--- config.mk ---
export PLATFORM = sky130hd
export DESIGN_NAME = cp0_exception_unit
export DESIGN_NICKNAME = d
export VERILOG_FILES = /design/src/rtl/cp0_exception_unit.sv
export SDC_FILE = /design/constraint.sdc
export NUM_CORES = 1
export LEC_CHECK = 0
export CORE_MARGIN = 1
export CORE_UTILIZATION = 42
export CTS_CLUSTER_SIZE = 28
export DETAILED_ROUTE_END_ITERATION = 8
export HOLD_SLACK_MARGIN = 0.1
export PLACE_DENSITY = 0.83
export SLEW_MARGIN = 20
export SYNTH_ARGS = -nofsm -noshare
export SYNTH_HDL_FRONTEND = slang
export SYNTH_SLANG_ARGS = --single-unit
--- constraint.sdc ---
create_clock -name clk -period 2.5 [get_ports clk]
set_input_delay 0.25 -clock clk [delete_from_list [all_inputs] [get_ports clk]]
set_output_delay 0.25 -clock clk [all_outputs]
set_load 0.01 [all_outputs]
--- src/rtl/cp0_exception_unit.sv ---
// Coprocessor 0 for the 5-stage MIPS pipeline: SR, Cause, EPC and PRId.
// It decides when to enter the exception handler and when to return through
// eret, and it serves mfc0/mtc0 in the M stage.
module cp0_exception_unit #(
  parameter logic [31:0] PRID     = 32'h2033_0001,
  parameter logic [31:0] SR_WMASK = 32'h0000_FC03
) (
  input  logic        clk,
  input  logic        reset,
  input  logic [31:0] PC_M_I,
  input  logic [8:2]  ExCode_M_I,
  input  logic [5:0]  HWInt_I,
  input  logic        eret_M_I,
  input  logic        CP0We_I,
  input  logic [4:0]  CP0Addr_I,
  input  logic [31:0] CP0WD_I,
  output logic [31:0] CP0RD_O,
  output logic [31:0] EPC_O,
  output logic        PCtoIn_O,
  output logic        PCBack_O
);

  // SR is kept as a full word. Bits outside SR_WMASK reset to 0 and are only
  // ever written back with their own value, so they always read as 0.
  logic [31:0] r_sr;
  logic        r_cause_bd;
  logic [5:0]  r_cause_ip;
  logic [4:0]  r_cause_exc;
  logic [31:0] r_epc;

  logic [31:0] w_cause;
  logic        w_int_req;
  logic        w_exc_req;
  logic        w_take;
  logic        w_back;
  logic [31:0] w_epc_base;
  logic [31:0] w_sr_wr;
  logic        w_mt_sr;
  logic        w_mt_epc;

  assign w_cause = {r_cause_bd, 15'b0, r_cause_ip, 3'b0, r_cause_exc, 2'b00};

  // Request decode; EXL masks both request kinds. Reset gates the outputs
  // because ExCode can still request while the registers are held clear.
  assign w_int_req = (|(HWInt_I & r_sr[15:10])) & r_sr[0] & ~r_sr[1];
  assign w_exc_req = ExCode_M_I[7] & ~r_sr[1];
  assign w_take    = ~reset & (w_int_req | w_exc_req);
  assign w_back    = ~reset & eret_M_I & ~w_take;

  assign PCtoIn_O = w_take;
  assign PCBack_O = w_back;
  assign EPC_O    = r_epc;

  // Delay-slot exceptions restart at the branch, one word earlier.
  assign w_epc_base = ExCode_M_I[8] ? (PC_M_I - 32'd4) : PC_M_I;

  // An mtc0 in the same cycle as a taken exception never commits.
  assign w_mt_sr  = CP0We_I & ~w_take & (CP0Addr_I == 5'd12);
  assign w_mt_epc = CP0We_I & ~w_take & (CP0Addr_I == 5'd14);
  assign w_sr_wr  = (CP0WD_I & SR_WMASK) | (r_sr & ~SR_WMASK);

  // Register update: exception entry, eret return, and mtc0 writes.
  always_ff @(posedge clk or posedge reset) begin
    if (reset) begin
      r_sr        <= '0;
      r_cause_bd  <= 1'b0;
      r_cause_ip  <= '0;
      r_cause_exc <= '0;
      r_epc       <= '0;
    end else begin
      r_cause_ip <= HWInt_I;
      if (w_take) begin
        r_sr[1]     <= 1'b1;
        r_cause_bd  <= ExCode_M_I[8];
        r_cause_exc <= w_int_req ? 5'd0 : ExCode_M_I[6:2];
        r_epc       <= w_epc_base & ~32'd3;
      end else begin
        if (w_mt_sr) begin
          r_sr <= w_sr_wr;
        end
        // eret clears EXL even when an mtc0 to SR lands in the same cycle.
        if (w_back) begin
          r_sr[1] <= 1'b0;
        end
        if (w_mt_epc) begin
          r_epc <= CP0WD_I & ~32'd3;
        end
      end
    end
  end

  // mfc0 read mux; no bypass from a same-cycle mtc0.
  always_comb begin
    CP0RD_O = '0;
    case (CP0Addr_I)
      5'd12:   CP0RD_O = r_sr;
      5'd13:   CP0RD_O = w_cause;
      5'd14:   CP0RD_O = r_epc;
      5'd15:   CP0RD_O = PRID;
      default: CP0RD_O = '0;
    endcase
  end

endmodule

==> results.tsv, run 1 <==
metric	value	unit
status	completed	
vias_per_cell	5.348	
clock.fmax	418.2	MHz
antenna_found_initial	0	
cts_max_path_buffers	2	
routed_wl	10060	um
synth-seq-cells	50	
track_usage	0.2530	
die_h	89.86	um
critPathLaunchType	input pin	
yosysWarnings	0	
crit_fanout	7	
cts_resized	0	
yosys-top-cells-area	dfrtp_1 (39%), mux2i_1 (18%), nor2_1 (5.8%), xnor2_1 (4.3%), xor2_1 (3.2%)	
dpl_worst_slack	18.59	ps
crit_slowest_cell	clkdlybuf4s50_1	
rsz0062_at_grt	no	
holdCritPathClass	input pin to asynchronous set/reset pin	
std_cell_rows	31	
clk_latency	310	ps
setup_tns	0	ps
instances_no_fill	583	
ys_seq_area_frac	0.3860	
syn_inst	327	
cts_hold_buf	0	
wl_per_cell	17.25	um
fin_nets	570	
leakage	2.371	nW
worstPathCellList	clkdlybuf4s50_1 > buf_4 > mux2i_1 > nor2_1 > a21oi_1 > nor2_1 > clkdlybuf4s50_1	
overflow	0	
ios	152	
endpoint_kind	output pin	
layout-drive-gt1-share	0.1116	
timing.final.crit_share	0.9564	
grt_pass1_wl	16280	um
slew_violations	0	
numPortBuffers	147	
syn_to_final_growth	57.47	%
placedCellCount	575	
placed_area	4956	um2
finalCriticalPeriod	2391	ps
synth.distinct_cells	46	
synth_area_per_cell	9.914	um2
die_x	89.86	um
critPathMaxStageDelay	690	ps
vias	3118	
synth_ff_type	dfrtp_1	
async_flop_share	1.000	
fin_area	5105	um2
crit_type	input pin to output pin	
powerDensity	595.1	nW/um2
netlist.area_leader.share	0.3860	
final_util	0.6927	
hold_violations	0	
initialDrtViolationCount	108	
grt_max_degree	46	
setup_viol	0	
dr.pass1.iters	4	
synth_top_cell_by_area	dfrtp_1	
initial_core_util	0.4399	
htreeDepth	2	
finClkSkew	8.565	ps
relSlewSlack	0.4420	
cp.arrival	2140	ps
route.detailed.drc	0	
cts_num_sinks	50	
grt_pass1_vias	3260	
cts-root-buf	clkbuf_8	
ant_nets	0	
crit_required	2250	ps
cts_made_buffers	5	
max_cap_violations	0	
tightest_slew	825.4	ps
ir_drop	354.7	uV
die-area	8074	um2
hpwl	7649	um
coreArea	7370	um2
synth_edf_count	0	
tritoncts	yes	
p_total	3.038	mW
cts_setup_buffers	0	
gp_congestion	0.8493	
final.setup.worst_slack	109.1	ps
worst_hold_slack	425.0	ps
clk_pin_slew	100	ps
antennaDiodeCount	0	
netlist_area	3242	um2
final cells by class:
class	count	area (um2)
Fill cell	572	2265
Inverter	5	18.77
Clock inverter	2	60.06
Sequential cell	50	1251
Multi-Input combinational cell	254	1897
Clock buffer	6	82.58
Tap cell	99	123.9
Timing Repair Buffer	167	1672
routing by layer:
layer / vias to the layer above / part of all wire / track usage
met1: 1502 / 0.42 / 0.3105
met4: 0 / 0.0090 / 0.05511
met2: 130 / 0.50 / 0.4564
met5: - / 0 / 0
met3: 8 / 0.064 / 0.05245
li1: 1478 / - / -
critical path, delay by kind of cell:
family          cells  cell delay [ps]
mux                 1              210
simple gates        2              120
compound gates      1              130
buf+inv             3             1420
sequential cells by signal, summed over array words and instances (netlist names):
name         flops
r_cause_bd       1
r_cause_exc      5
r_cause_ip       6
r_sr             8
EPC_O           30
path summary, 6_finish.rpt:
path	start	endpoint	slack, ps	cells past startpoint
min reg2reg	r_cause_exc[4]	r_cause_exc[4]	520	1
min	reset	EPC_O[14]	420	2
max	CP0Addr_I[0]	CP0RD_O[13]	110	7
max reg2reg	r_sr[12]	r_cause_exc[3]	580	4
min in group clk	HWInt_I[4]	r_cause_ip[4]	430	1
max in group asynchronous	reset	EPC_O[8]	1530	3
synth_stat cells, types with 2 or more instances:
library cell	n
a21oi_1	16
a22o_1	5
a22oi_1	9
and3_1	14
buf_2	2
buf_4	2
buf_6	3
clkbuf_1	11
dfrtp_1	50
inv_1	5
mux2_2	8
mux2i_1	59
nand2_1	9
nand3_1	4
nand4_1	5
nor2_1	50
nor2b_1	3
nor3_1	9
nor4_1	2
nor4_2	4
nor4b_1	2
or2_2	2
or3_1	2
or4_1	2
or4_4	2
xnor2_1	16
xor2_1	12
cells in the final DEF, fill, tap and decap left out, types with 9 or more instances in the layout:
cell,synthesis,final
a21oi_1,16,16
nor3_1,9,9
mux2i_1,59,59
clkdlybuf4s50_1,0,147
nand2_1,9,9
dfrtp_1,50,50
xnor2_1,16,16
and3_1,14,14
xor2_1,12,12
nor2_1,50,50
buf_4,2,16
a22oi_1,9,9
kinds of logic after synthesis:
| group | count (synthesis) | synth area share |
|---|---|---|
| compound gates | 36 | 0.07256 |
| xor+xnor | 28 | 0.07564 |
| fa+ha+maj | 1 | 0.003859 |
| buf+inv | 24 | 0.03782 |
| flops | 50 | 0.3860 |
| mux | 67 | 0.2100 |
| other cells | 1 | 0.001157 |
| simple gates | 120 | 0.2130 |
where the power goes:
group | leakage [nW] | internal (mW) | switching (mW)
Sequential | 0.591 | 1.03 | 0.178
Combinational | 1.71 | 0.664 | 0.451
Clock | 0.0714 | 0.427 | 0.287
No activity file was read; power rests on OpenSTA's default activity.
==> run 2, diff against run 1 <==
Settings changed: CAP_MARGIN set to 20.
==> results of run 2 <==
No change in the layout: final DEF, timing and power equal those of run 1.
==> run 3, diff against run 2 <==
Settings changed: CTS_CLUSTER_DIAMETER set to 100, REMOVE_ABC_BUFFERS set to 1.
==> run 3 against run 2 <==
Die area stayed put; maximum frequency is 3.0% higher; critical path type unchanged; total power is 8.7% lower; sequential power hardly changed; routed wire length is 3.6% lower; hold slack worse by 21 ps; via count is 1.3% lower; global-route usage is 1.2 points lower; critical endpoint is now CP0RD_O[31]; largest power group unchanged; clock-buffer cell count stayed put; clock skew is 1.3 ps lower; cell count stayed put.
==> results.tsv, run 3 (synthesis gave the netlist of run 1 again) <==
metric	value	unit
fin_nets	571	
final_cell_mix	clkdlybuf4s50_1 (147), mux2i_1 (59), dfrtp_1 (50), nor2_1 (50), buf_4 (17)	
rrSetupSlack	420	ps
vias_per_cell	5.281	
grt_pass1_wl	15700	um
ant_nets	0	
vias	3079	
syn_to_final_growth	55.77	%
routed_wl	9696	um
wl_per_cell	16.63	um
tritoncts	yes	
holdCritPathClass	input pin to asynchronous set/reset pin	
cp.arrival	2070	ps
crit_type	input pin to output pin	
grt_pass1_vias	3149	
crit_end	CP0RD_O[31]	
placedCellCount	576	
track_usage	0.2413	
r2r-start	r_sr[12]	
std_cell_rows	31	
cts_num_sinks	50	
wl_met1	4142	um
dr.pass1.iters	4	
mostFrequentLayoutCell	clkdlybuf4s50_1	
grt_max_degree	51	
cts_max_path_buffers	2	
clk_pin_slew	90	ps
setup_tns	0	ps
instances_no_fill	583	
dpl_worst_slack	12.40	ps
antenna_found_initial	0	
numPortBuffers	147	
crit_required	2250	ps
overflow	0	
ios	152	
clock.fmax	430.7	MHz
final.setup.worst_slack	178.3	ps
finClkSkew	7.225	ps
hold_violations	0	
met3_length	545	um
wl_met2	4930	um
die_h	89.86	um
cts_setup_buffers	0	
critPathLaunch	CP0Addr_I[0]	
rsz0062_at_grt	no	
gp_congestion	0.8200	
worst_hold_slack	403.5	ps
timing.final.crit_share	0.9287	
ff_latch_area	1251	um2
route.detailed.drc	0	
multi_input_area	1897	um2
tightest_slew	988.0	ps
highest_layer	met4	
relSlewSlack	0.3320	
slew_violations	0	
final_util	0.6852	
reg2regPathDepth	4	
cts_hold_buf	0	
die-area	8074	um2
largest_register_ffs	30	
layout-drive-gt1-share	0.1095	
leakage	2.341	nW
clk_latency	300	ps
r2r-end	r_cause_exc[1]	
coreArea	7370	um2
setup_viol	0	
hpwl	7636	um
status	completed	
finalCriticalPeriod	2322	ps
endpoint_kind	output pin	
crit_fanout	6	
antennaDiodeCount	0	
max_cap_violations	0	
powerDensity	549.2	nW/um2
initialDrtViolationCount	91	
ir_drop	352.3	uV
initial_core_util	0.4399	
cts_made_buffers	5	
critPathLaunchType	input pin	
fill_cells	584	
htreeDepth	2	
cts-root-buf	clkbuf_8	
die_x	89.86	um
## run 3: changes by cell type in the layout (fill, tap and decap cells not counted)
| cell | before | now |
|---|---|---|
| bufinv_16 | 2 | 0 |
| buf_4 | 16 | 17 |
| clkbuf_8 | 6 | 5 |
| clkinvlp_4 | 0 | 1 |
| clkbuf_1 | 0 | 1 |
## run 3: per-stage QoR
step | area [um2] | power, mW
after global placement | 4964 | 2.289
after CTS | 5044 | 2.798
after floorplan | 3142 | 1.663
final | 5050 | 2.773
after detailed placement | 4964 | 2.336
after global routing | 5050 | 2.938
## run 3: power breakdown
part | switching (mW) | leakage (nW) | internal [mW] | total, mW
Combinational | 0.448 | 1.71 | 0.663 | 1.11
Sequential | 0.177 | 0.591 | 1.03 | 1.21
Clock | 0.263 | 0.0373 | 0.193 | 0.456
Total | 0.887 | 2.34 | 1.89 | 2.77
## run 3: area by class of cell
class,instances,area share
Tap cell,99,0.02453
Multi-Input combinational cell,254,0.3756
Clock buffer,6,0.01437
Timing Repair Buffer,168,0.3325
Clock inverter,1,0.001487
Sequential cell,50,0.2478
Inverter,5,0.003717
## run 3: how the worst min path moves through the flow
stage,endpoint
after floorplan,r_cause_ip[0]
after global placement,r_cause_exc[2]
after detailed placement,r_cause_exc[2]
after CTS,r_sr[1]
after global routing,r_cause_ip[5]
final,r_sr[1]
## run 3: critical path, cell delays in order
cell,delay (ps)
clkdlybuf4s50_1,600
nor2b_1,220
buf_4,180
a22oi_1,100
nor2_1,150
clkdlybuf4s50_1,560
## run 3: layer usage
layer | GRT usage | up-vias
met1 | 0.2962 | 1493
li1 | - | 1477
met5 | 0 | -
met4 | 0.05108 | 0
met2 | 0.4333 | 101
met3 | 0.05330 | 8
## run 3: repair_timing
item / CTS / global route
gates resized for setup: 0 / 1
hold endpoints to repair: 0 / 0
endpoints found under the setup margin: 0 / 1
